==> src/rtl/man_encoder_tx_if.sv <==
// Word handshake between a producer and the Manchester transmitter.
// A word moves on a rising edge where tx_valid && tx_ready; tx_data is sampled only then,
// tx_ready never waits on tx_valid, and a held tx_valid with no ready consumes nothing.
interface man_encoder_tx_if #(
    parameter int DATA_W = 8
);
    logic [DATA_W-1:0] tx_data;
    logic              tx_valid;
    logic              tx_ready;

    modport master (output tx_data, output tx_valid, input tx_ready);
    modport slave  (input tx_data, input tx_valid, output tx_ready);
endinterface

==> src/rtl/man_encoder_tx.sv <==
// Manchester (IEEE 802.3) transmitter: preamble + MSB-first payload on one registered line.
// Define MAN_TX_PARITY_EN to append an even-parity bit after the payload LSB.
module man_encoder_tx #(
    parameter int DATA_W        = 8,
    parameter int CLKS_PER_HALF = 8,
    parameter int PREAMBLE_BITS = 4
) (
    input  logic             clk_32Mhz,
    input  logic             rst,
    man_encoder_tx_if.slave  tx,
    output logic             encoded_data,
    output logic             encoded_clk,
    output logic             tx_busy,
    output logic             tx_done,
    output logic [1:0]       state_dbg
);
    localparam int HW = $clog2(CLKS_PER_HALF);
    localparam int BW = $clog2(PREAMBLE_BITS + DATA_W + 1);
    localparam logic [HW-1:0] LAST_HALF = HW'(CLKS_PER_HALF - 1);
    localparam logic [BW-1:0] LAST_PRE  = BW'(PREAMBLE_BITS - 1);
    localparam logic [BW-1:0] LAST_DATA = BW'(PREAMBLE_BITS + DATA_W - 1);

    typedef enum logic [1:0] {IDLE, PREAMBLE, DATA, PARITY} state_t;

    state_t            state, state_n;
    logic [HW-1:0]     half_cnt, half_n;
    logic              second_half, second_n;
    logic [BW-1:0]     bit_cnt, bit_n;
    logic [DATA_W-1:0] shreg, shreg_n;
    logic              line_bit, data_n, clk_n, busy_n, done_n;
`ifdef MAN_TX_PARITY_EN
    logic              parity_bit, parity_n;
`endif

    assign tx.tx_ready = (state == IDLE);
    assign state_dbg   = state;

    always_ff @(posedge clk_32Mhz or negedge rst) begin
        if (!rst) begin
            state        <= IDLE;
            half_cnt     <= '0;
            second_half  <= 1'b0;
            bit_cnt      <= '0;
            shreg        <= '0;
            encoded_data <= 1'b0;
            encoded_clk  <= 1'b0;
            tx_busy      <= 1'b0;
            tx_done      <= 1'b0;
`ifdef MAN_TX_PARITY_EN
            parity_bit   <= 1'b0;
`endif
        end else begin
            state        <= state_n;
            half_cnt     <= half_n;
            second_half  <= second_n;
            bit_cnt      <= bit_n;
            shreg        <= shreg_n;
            encoded_data <= data_n;
            encoded_clk  <= clk_n;
            tx_busy      <= busy_n;
            tx_done      <= done_n;
`ifdef MAN_TX_PARITY_EN
            parity_bit   <= parity_n;
`endif
        end
    end

    always_comb begin
        state_n  = state;
        half_n   = half_cnt;
        second_n = second_half;
        bit_n    = bit_cnt;
        shreg_n  = shreg;
        done_n   = 1'b0;
`ifdef MAN_TX_PARITY_EN
        parity_n = parity_bit;
`endif
        if (state == IDLE) begin
            if (tx.tx_valid) begin
                state_n  = PREAMBLE;
                half_n   = '0;
                second_n = 1'b0;
                bit_n    = '0;
                shreg_n  = tx.tx_data;
`ifdef MAN_TX_PARITY_EN
                parity_n = ^tx.tx_data;
`endif
            end
        end else if (half_cnt != LAST_HALF) begin
            half_n = half_cnt + 1'b1;
        end else begin
            half_n = '0;
            if (!second_half) begin
                second_n = 1'b1;
            end else begin
                // bit boundary: advance to the next bit of the frame
                second_n = 1'b0;
                bit_n    = bit_cnt + 1'b1;
                if (state == PREAMBLE) begin
                    if (bit_cnt == LAST_PRE) state_n = DATA;
                end else if (state == DATA) begin
                    shreg_n = {shreg[DATA_W-2:0], 1'b0};
                    if (bit_cnt == LAST_DATA) begin
`ifdef MAN_TX_PARITY_EN
                        state_n = PARITY;
`else
                        state_n = IDLE;
                        done_n  = 1'b1;
`endif
                    end
                end else begin
                    state_n = IDLE;
                    done_n  = 1'b1;
                end
            end
        end

        // line level for the upcoming cycle: ~bit in first half, bit in second half
        line_bit = 1'b0;
        case (state_n)
            PREAMBLE: line_bit = ~bit_n[0];
            DATA:     line_bit = shreg_n[DATA_W-1];
`ifdef MAN_TX_PARITY_EN
            PARITY:   line_bit = parity_n;
`endif
            default:  line_bit = 1'b0;
        endcase
        busy_n = (state_n != IDLE);
        clk_n  = busy_n && !second_n;
        data_n = busy_n && (second_n ? line_bit : ~line_bit);
    end
endmodule

==> src/flat_wrapper.sv <==
// flat-port wrapper written by rule: the top's interface ports become plain ports
module man_encoder_tx_flat 
#(
    parameter int DATA_W        = 8,
    parameter int CLKS_PER_HALF = 8,
    parameter int PREAMBLE_BITS = 4
)
  (clk_32Mhz, rst, encoded_data, encoded_clk, tx_busy, tx_done, state_dbg, tx_tx_data, tx_tx_valid, tx_tx_ready);
  man_encoder_tx_if #(.DATA_W(DATA_W)) tx_i ();
  input  logic clk_32Mhz;
  input  logic rst;
  output logic encoded_data;
  output logic encoded_clk;
  output logic tx_busy;
  output logic tx_done;
  output logic [1:0] state_dbg;
  input wire logic [$bits(tx_i.tx_data)-1:0] tx_tx_data;
  input wire logic [$bits(tx_i.tx_valid)-1:0] tx_tx_valid;
  output wire logic [$bits(tx_i.tx_ready)-1:0] tx_tx_ready;
  assign tx_i.tx_data = tx_tx_data;
  assign tx_i.tx_valid = tx_tx_valid;
  assign tx_tx_ready = tx_i.tx_ready;
  man_encoder_tx #(.DATA_W(DATA_W), .CLKS_PER_HALF(CLKS_PER_HALF), .PREAMBLE_BITS(PREAMBLE_BITS)) u_core (.clk_32Mhz(clk_32Mhz), .rst(rst), .tx(tx_i), .encoded_data(encoded_data), .encoded_clk(encoded_clk), .tx_busy(tx_busy), .tx_done(tx_done), .state_dbg(state_dbg));
endmodule
==> config.mk <==
export PLATFORM = sky130hd
export DESIGN_NAME = man_encoder_tx_flat
export DESIGN_NICKNAME = d
export VERILOG_FILES = /design/src/rtl/man_encoder_tx_if.sv /design/src/rtl/man_encoder_tx.sv /design/src/flat_wrapper.sv
export SDC_FILE = /design/constraint.sdc
export NUM_CORES = 1
export LEC_CHECK = 0
export BUFFER_PORTS_ARGS = -buffer_cell sky130_fd_sc_hd__buf_2
export CORE_ASPECT_RATIO = 0.5
export CORE_MARGIN = 1.5
export CORE_UTILIZATION = 35
export CTS_CLUSTER_DIAMETER = 50
export DETAILED_ROUTE_END_ITERATION = 10
export GPL_ROUTABILITY_DRIVEN = 1
export GPL_TIMING_DRIVEN = 1
export SLEW_MARGIN = 25
export SYNTH_ARGS = -nofsm -noshare
export SYNTH_HDL_FRONTEND = slang
export SYNTH_SLANG_ARGS = --single-unit
==> constraint.sdc <==
create_clock -name clk_32Mhz -period 2.8 [get_ports clk_32Mhz]
set_clock_uncertainty 0.05 [all_clocks]
set_input_delay 0.28 -clock clk_32Mhz [delete_from_list [all_inputs] [get_ports clk_32Mhz]]
set_output_delay 0.28 -clock clk_32Mhz [all_outputs]
set_load 0.01 [all_outputs]
==> results of run 1 <==
-- per-layer routing --
metal / part of all wire (%) / global-route usage, % / vias to the layer above
li1: - / - / 426
met1: 47 / 17.8 / 422
met2: 49 / 23.1 / 18
met3: 3.8 / 4.09 / 2
met4: 0.86 / 4.00 / 0
met5: 0 / 0 / -
-- synth_stat cells (all sizes together), types with 3 or more instances --
master / count
nand3: 3
nor2: 5
o21ai: 8
ha: 6
buf: 4
nor2b: 3
a21oi: 6
inv: 4
dfrtp: 22
a22oi: 6
and2: 4
nand2: 20
-- through the flow --
step	hold slack, ns	instances	total power (uW)
2_1_floorplan	-0.0656	111	941
3_3_place_gp	0.224	166	1050
5_1_grt	0.194	171	1410
4_1_cts	0.175	171	1300
3_5_place_dp	0.230	166	1070
6_report	0.186	171	1280
-- state kept, by name (all words and copies together) (netlist names) --
name                 flops
u_core.shreg             8
u_core.second_half       1
u_core.encoded_clk       1
u_core.tx_busy           1
u_core.bit_cnt           4
u_core.tx_done           1
u_core.encoded_data      1
u_core.half_cnt          3
u_core.state_dbg         2
-- power groups by stage --
| stage | logic, uW | registers [uW] | clock network [uW] |
|---|---|---|---|
| 2_1_floorplan | 400 | 542 | 0 |
| 3_3_place_gp | 515 | 535 | 0 |
| 3_5_place_dp | 531 | 535 | 0 |
| 4_1_cts | 531 | 531 | 240 |
| 5_1_grt | 605 | 551 | 256 |
| 6_report | 523 | 530 | 227 |
-- area by class of cell --
cell class / count / area (um2) / share of cell area [%]
timing repair buffer: 20 / 110 / 8.40
sequential: 22 / 551 / 42.0
inverter: 4 / 17.5 / 1.34
multi-input combinational: 81 / 527 / 40.2
clock buffer: 4 / 55.1 / 4.20
tap: 40 / 50.0 / 3.82
-- logic make-up (layout without fill, tap and decap cells) --
family	Yosys count	after routing	share of synthesized area, %
adders and majority gates	6	6	6.64
DFF	22	22	48.7
buffers and inverters	8	28	4.76
AOI/OAI and AO/OA	30	30	19.1
muxes	2	2	1.88
and+or+nand+nor	43	43	18.9
-- worst reg2reg max path, stage by stage (launching register included) --
cell       delay [ns]
dfrtp_1          0.38
ha_1             0.16
ha_1             0.28
and2_1           0.32
o21ai_0          0.14
a21oi_1          0.26
ha_1             0.28
and2_1           0.16
o2bb2ai_1        0.11
mux2_2           0.26
-- worst max path at each step --
| stage | endpoint | cells past startpoint |
|---|---|---|
| global route | u_core.encoded_data | 9 |
| floorplan | u_core.encoded_data | 11 |
| global placement | u_core.encoded_data | 10 |
| CTS | u_core.encoded_data | 9 |
| finish | u_core.encoded_data | 9 |
| detailed placement | u_core.encoded_data | 9 |
==> impl_metrics.toml, run 1 <==
[global_routing]
grt_max_degree = 23
grtUsageTotal_pct = 13.9
overflow = 0
grt_pass1_vias = 835
antenna_found_initial = 0
grt_pass1_wl_um = 3860

[setup_path]
r2r_slack_ns = 0.29
r2r_start = "u_core.half_cnt[0]"
worstPathRequired_ns = 2.90
worstRegToRegCells = 9
end_kind = "flip-flop"
max_stage_delay_ns = 0.38
startpoint = "u_core.half_cnt[0]"
crit_top_cell = "ha_1"
cp_top_family = "adder cells"
path_cells = "ha_1 -> ha_1 -> and2_1 -> o21ai_0 -> a21oi_1 -> ha_1 -> and2_1 -> o2bb2ai_1 -> mux2_2"
criticalPathCategory = "flip-flop to flip-flop"
r2r-end = "u_core.encoded_data"
worstPathArrival_ns = 2.62
cp_max_fo = 8
startpoint_type = "flip-flop"
crit_slowest_cell = "dfrtp_1"
path_buf_inv = 0

[placement]
hpwl_um = 1600
io_buffers = 17
post-place-ws_ns = 0.293
place_area_um2 = 1240
gp_congestion = 0.753

[final_layout]
area_delta_synth_final_pct = 15.8
final_util_pct = 43.0
final_common_cell = "dfrtp_1"
nets = 149
final_cell_mix = "dfrtp_1, nand2_1, buf_2, o21ai_0"
postLayoutCellArea_um2 = 1310
n_antenna_cell = 0
fillers = 319
drive_gt1_share_pct = 22.9

[floorplanning]
die_area_um2 = 3600
fp.coreArea_um2 = 3050
die_w_um = 83.4
dieHeight_um = 43.2
initial_core_util_pct = 37.1
io_pins = 18
rows = 14

[yosys]
async_flop_share_pct = 100
avgSynthCellArea_um2 = 10.2
yosysTopAreaCell = "dfrtp_1"
synth-edff-count = 0
yosys_most_used_dff = "dfrtp_1"
syn_inst = 111
ys_ff_latch = 22
synth_top_area_share_pct = 48.7
synth_fp_nets = 128
synth_cell_types = 36
synthTopCellsByArea = "dfrtp_1, ha_1, nand2_1"
syn-cell-area_um2 = 1130
yosysSeqAreaShare_pct = 48.7
yosysWarningCount = 0

[routing]
drc_errors = 0
wl_per_cell_um = 12.9
vias_per_cell = 5.08
ant_nets = 0
wirelength_um = 2200
vias = 868
first_pass_iters = 6
drtIter0Drc = 23

[job]
maxCapViolCount = 0

[hold_path]
min_to = "u_core.shreg[0]"
holdPathStages = 2
hold_start = "tx_tx_data[0]"
hp-class = "input pin to flip-flop"

[timing]
setup_viol = 0
period_needed_ns = 2.51
finalCritPeriodShare_pct = 89.8
finalHoldViolCount = 0
fmax_ghz = 0.398
slew_violations = 0
fin_ws_ns = 0.285
grt_setup_unrepaired = "false"
tns_ns = 0
worst-slew-pin-transition_ns = 0.634
slew_headroom_pct = 57.6

[power_and_ir_drop]
peakVddDrop_uv = 355
clkPwrFrac_pct = 17.8
seqPwrFrac_pct = 41.4
power_switching_uw = 465
power_leakage_uw = 0.000636
p_int_uw = 815
powerDensity_nw_per_um2 = 977
netSwitchingFraction_pct = 36.4
comb_power_share_pct = 40.8

[clock_tree]
cts_tree = "done"
clock_path_buffers = 2
cts_resized = 0
cts_buffers = 3
cts-hold-fix-buffers = 1
clk_pin_slew_ns = 0.08
htreeDepth = 1
cts_sinks = 22
clock_latency_ns = 0.26
post_cts_buffers = 0
cts_root_buffer = "clkbuf_8"

[outcome]
status = "finished clean"
Note: power is estimated with default switching activity, not from simulation.
==> run 2: changes to the inputs <==
Settings changed: CTS_CLUSTER_DIAMETER 50 to unset.
Clock period 2.8 ns to 2.85 ns, I/O delays scaled along.
==> run 2 against run 1 <==
Against the previous run:
- hold slack improved by 0.0089 ns
- maximum frequency is 1.1% higher
- register-to-register slack better by 0.08 ns
- count of clock-buffer cells in the layout unchanged
- sequential power shrank 2%
- setup slack better by 0.078 ns
- routed wire length fell by 3.6%
- cell count is the same
- combinational power fell by 3%
- critical path type unchanged
- largest cell class unchanged
- largest power group unchanged
==> impl_metrics.toml, run 2 (same netlist as run 1, synthesis figures left out) <==
[job]
maxCapViolCount = 0

[final_layout]
n_antenna_cell = 0
final_common_cell = "dfrtp_1"
top_regs = "u_core.shreg (8), u_core.bit_cnt (4), u_core.half_cnt (3)"
largest_reg_flops = 8
nets = 149
drive_gt1_share_pct = 22.9
stdcell_count = 171
area_delta_synth_final_pct = 15.8
regMostFlops = "u_core.shreg"
final_cell_mix = "dfrtp_1, nand2_1, buf_2, o21ai_0"

[setup_path]
worstPathArrival_ns = 2.59
cp_max_fo = 8
crit_slowest_cell = "dfrtp_1"
max_stage_delay_ns = 0.38
path_cells = "ha_1 -> ha_1 -> and2_1 -> o21ai_0 -> a21oi_1 -> ha_1 -> and2_1 -> o2bb2ai_1 -> mux2_2"
worstPathRequired_ns = 2.95
end_kind = "flip-flop"
criticalPathCategory = "flip-flop to flip-flop"
crit_top_cell = "ha_1"
startpoint_type = "flip-flop"

[routing]
top_layer_used = "met4"
drtIter0Drc = 42
wirelength_um = 2120
met1_length_um = 1020
wl_per_cell_um = 12.4
ant_nets = 0
vias = 846
drc_errors = 0
vias_per_cell = 4.95
wl_met2_um = 983
dr_wl_met3_um = 88
first_pass_iters = 4

[clock_tree]
htreeDepth = 1
cts_root_buffer = "clkbuf_8"
cts_buffers = 3
clock_latency_ns = 0.26
cts_sinks = 22
post_cts_buffers = 0
cts_tree = "done"
clock_path_buffers = 2
clk_pin_slew_ns = 0.08

[power_and_ir_drop]
power_leakage_uw = 0.000636
peakVddDrop_uv = 351
power_uw = 1250
powerDensity_nw_per_um2 = 954

[floorplanning]
fp.coreArea_um2 = 3050
rows = 14
initial_core_util_pct = 37.1
die_w_um = 83.4
die_area_um2 = 3600
io_pins = 18
dieHeight_um = 43.2

[placement]
post-place-ws_ns = 0.372
dpl.cell_count = 166
hpwl_um = 1580
io_buffers = 17
gp_congestion = 0.753

[timing]
setup_viol = 0
finalCritPeriodShare_pct = 87.3
finalHoldViolCount = 0
fin_hold_ws_ns = 0.195
slew_violations = 0
tns_ns = 0
period_needed_ns = 2.49
worst-slew-pin-transition_ns = 0.583
fin_ws_ns = 0.363
fmax_ghz = 0.402
grt_setup_unrepaired = "false"
slew_headroom_pct = 61.0

[global_routing]
overflow = 0
grt_pass1_wl_um = 3710
grt_pass1_vias = 815
grtUsageTotal_pct = 13.4
grt_max_degree = 23
antenna_found_initial = 0

[outcome]
status = "finished clean"

[hold_path]
hp-class = "input pin to flip-flop"
run 2: cell counts in the layout (fill, tap and decap cells not counted):
Identical to the previous run, type by type.
run 2: layer usage:
layer	vias up	track usage, %
met5	-	0
met4	0	4.00
met3	4	4.67
met2	14	23.3
met1	402	16.1
li1	426	-
run 2: timing repair:
action                    CTS  global route
hold endpoints to repair   22             0
hold buffers                1             0
gates resized for setup     0             0
run 2: final cells by class:
cell class                      count  area [um2]
Fill cell                         317        1740
Multi-Input combinational cell     81         527
Tap cell                           40        50.0
Clock buffer                        4        55.1
Timing Repair Buffer               20         110
Sequential cell                    22         551
Inverter                            4        17.5
run 2: per-stage QoR:
step / utilization (%) / cell area (um2)
after floorplan: - / 1130
after global placement: 40.8 / 1240
after detailed placement: 40.8 / 1240
after CTS: 43.0 / 1310
after global routing: 43.0 / 1310
final: 43.0 / 1310
run 2: power breakdown:
group	total (uW)	internal [uW]	switching, uW
registers	521	440	80.9
clock network	221	123	98.1
logic	508	236	272
total	1250	800	451
run 2: path summary, 6_finish.rpt:
path                               startpoint                  end  slack (ns)  cells after the start
max                        u_core.half_cnt[0]  u_core.encoded_data        0.36                      9
min                             tx_tx_data[0]      u_core.shreg[0]        0.20                      2
max reg2reg                u_core.half_cnt[0]  u_core.encoded_data        0.36                      9
min reg2reg                   u_core.shreg[3]      u_core.shreg[3]        0.43                      2
max in group asynchronous                 rst    u_core.bit_cnt[3]        1.95                      2
min in group asynchronous                 rst  u_core.encoded_data        0.46                      2
run 2: worst max-delay path, delay by kind of cell, from the launching register on:
family | cells | cell delay, ns
adder cells (fa/ha/maj) | 3 | 0.71
AO/OA/AOI/OAI | 3 | 0.51
AND/OR/NAND/NOR | 2 | 0.46
flip-flops | 1 | 0.38
multiplexers | 1 | 0.27
==> run 3: changes to the inputs <==
Settings changed: PLACE_DENSITY set to 0.56.
==> run 3 against run 2 <==
Against the previous run:
- sequential share of layout area is 0.52 points lower
- sequential cell count stayed put
- register-to-register slack worse by 0.04 ns
- sequential power hardly changed
- design area is 1.2% higher
- setup slack worse by 0.041 ns
- non-clock buffer count stayed put
- critical endpoint unchanged
- largest cell class unchanged
==> impl_metrics.toml, run 3 (same netlist as run 1, synthesis figures left out) <==
[outcome]
status = "finished clean"

[final_layout]
top_regs = "u_core.shreg (8), u_core.bit_cnt (4), u_core.half_cnt (3)"
largest_reg_flops = 8
area_delta_synth_final_pct = 17.3
postLayoutCellArea_um2 = 1330
drive_gt1_share_pct = 22.9
final_common_cell = "dfrtp_1"
regMostFlops = "u_core.shreg"
final_cell_mix = "dfrtp_1, nand2_1, buf_2, o21ai_0"
fillers = 318
n_antenna_cell = 0
nets = 149

[clock_tree]
cts_resized = 0
cts_buffers = 3
clock_latency_ns = 0.26
cts-hold-fix-buffers = 1
clk_pin_slew_ns = 0.08
cts_sinks = 22
cts_tree = "done"
cts_root_buffer = "clkbuf_8"
clock_path_buffers = 2
htreeDepth = 1
post_cts_buffers = 0

[routing]
wl_per_cell_um = 12.6
drtIter0Drc = 30
wirelength_um = 2150
first_pass_iters = 4
drc_errors = 0
vias = 847
vias_per_cell = 4.95
ant_nets = 0

[setup_path]
path_cells = "ha_1 -> ha_1 -> and2_1 -> o21ai_0 -> a21oi_1 -> ha_1 -> and2_1 -> o2bb2ai_1 -> mux2_2"
crit_top_cell = "ha_1"
worstPathRequired_ns = 2.95
worstPathArrival_ns = 2.63
startpoint_type = "flip-flop"
max_stage_delay_ns = 0.38
crit_slowest_cell = "dfrtp_1"
worstRegToRegCells = 9
cp_max_fo = 8
criticalPathCategory = "flip-flop to flip-flop"
end_kind = "flip-flop"

[timing]
slew_headroom_pct = 57.9
finalHoldViolCount = 0
worst-slew-pin-transition_ns = 0.629
fmax_ghz = 0.396
grt_setup_unrepaired = "false"
slew_violations = 0
period_needed_ns = 2.53
finalCritPeriodShare_pct = 88.7
setup_viol = 0
tns_ns = 0

[floorplanning]
die_area_um2 = 3600
io_pins = 18
fp.coreArea_um2 = 3050
initial_core_util_pct = 37.1
dieHeight_um = 43.2
rows = 14
die_w_um = 83.4

[global_routing]
grt_max_degree = 23
grt_pass1_wl_um = 3810
overflow = 0
grtUsageTotal_pct = 13.8
grt_pass1_vias = 791
antenna_found_initial = 0

[placement]
hpwl_um = 1580
io_buffers = 17
gp_congestion = 0.732
place_area_um2 = 1240

[hold_path]
holdPathStages = 2
hp-class = "input pin to flip-flop"

[power_and_ir_drop]
power_leakage_uw = 0.000643
peakVddDrop_uv = 355
powerDensity_nw_per_um2 = 994

[job]
maxCapViolCount = 0
run 3: cell count changes in the layout (fill, tap and decap cells not counted), sizes merged:
cell / previous run / this run
clkbuf: 4 / 3
bufinv: 0 / 1
run 3: final cells by class:
class	count	area [um2]	area share, %
Multi-Input combinational cell	81	527	39.7
Inverter	4	17.5	1.32
Timing Repair Buffer	20	110	8.30
Clock buffer	3	41.3	3.11
Tap cell	40	50.0	3.77
Clock inverter	1	30.0	2.26
Sequential cell	22	551	41.5
run 3: final timing paths:
path                                         start  slack, ns                   to
worst max-delay path            u_core.half_cnt[0]       0.32  u_core.encoded_data
worst min-delay path                 tx_tx_data[0]       0.19      u_core.shreg[0]
worst max register to register  u_core.half_cnt[0]       0.32  u_core.encoded_data
worst min register to register     u_core.shreg[5]       0.43      u_core.shreg[5]
max in group asynchronous                      rst       1.95  u_core.state_dbg[0]
min in group asynchronous                      rst       0.46  u_core.encoded_data
run 3: critical path: cells and delay by family (launching register included):
kind / cells / cell delay (ns)
fa+ha+maj: 3 / 0.73
compound gates: 3 / 0.53
simple gates: 2 / 0.47
flops: 1 / 0.38
mux: 1 / 0.26
run 3: per-layer routing:
| layer | GRT usage (%) | up-vias | wire length (um) |
|---|---|---|---|
| met5 | 0 | - | 0 |
| li1 | - | 427 | - |
| met4 | 3.00 | 0 | 17 |
| met3 | 4.67 | 2 | 71 |
| met1 | 18.8 | 408 | 1090 |
| met2 | 21.6 | 10 | 966 |
run 3: report_power, final:
part           internal [uW]  total (uW)  switching, uW
clock                    188         291            103
combinational            235         506            271
sequential               440         522           81.8
total                    863        1320            456
run 3: per-stage QoR:
stage,setup WS (ns),util [%],total power [uW],hold WS (ns),std cells
after global placement,0.439,40.8,1030,0.232,166
after floorplan,0.436,-,925,-0.0606,111
after CTS,0.317,43.5,1340,0.179,171
after detailed placement,0.339,40.8,1040,0.237,166
after global routing,0.104,43.5,1440,0.185,171
final,0.322,43.5,1320,0.187,171
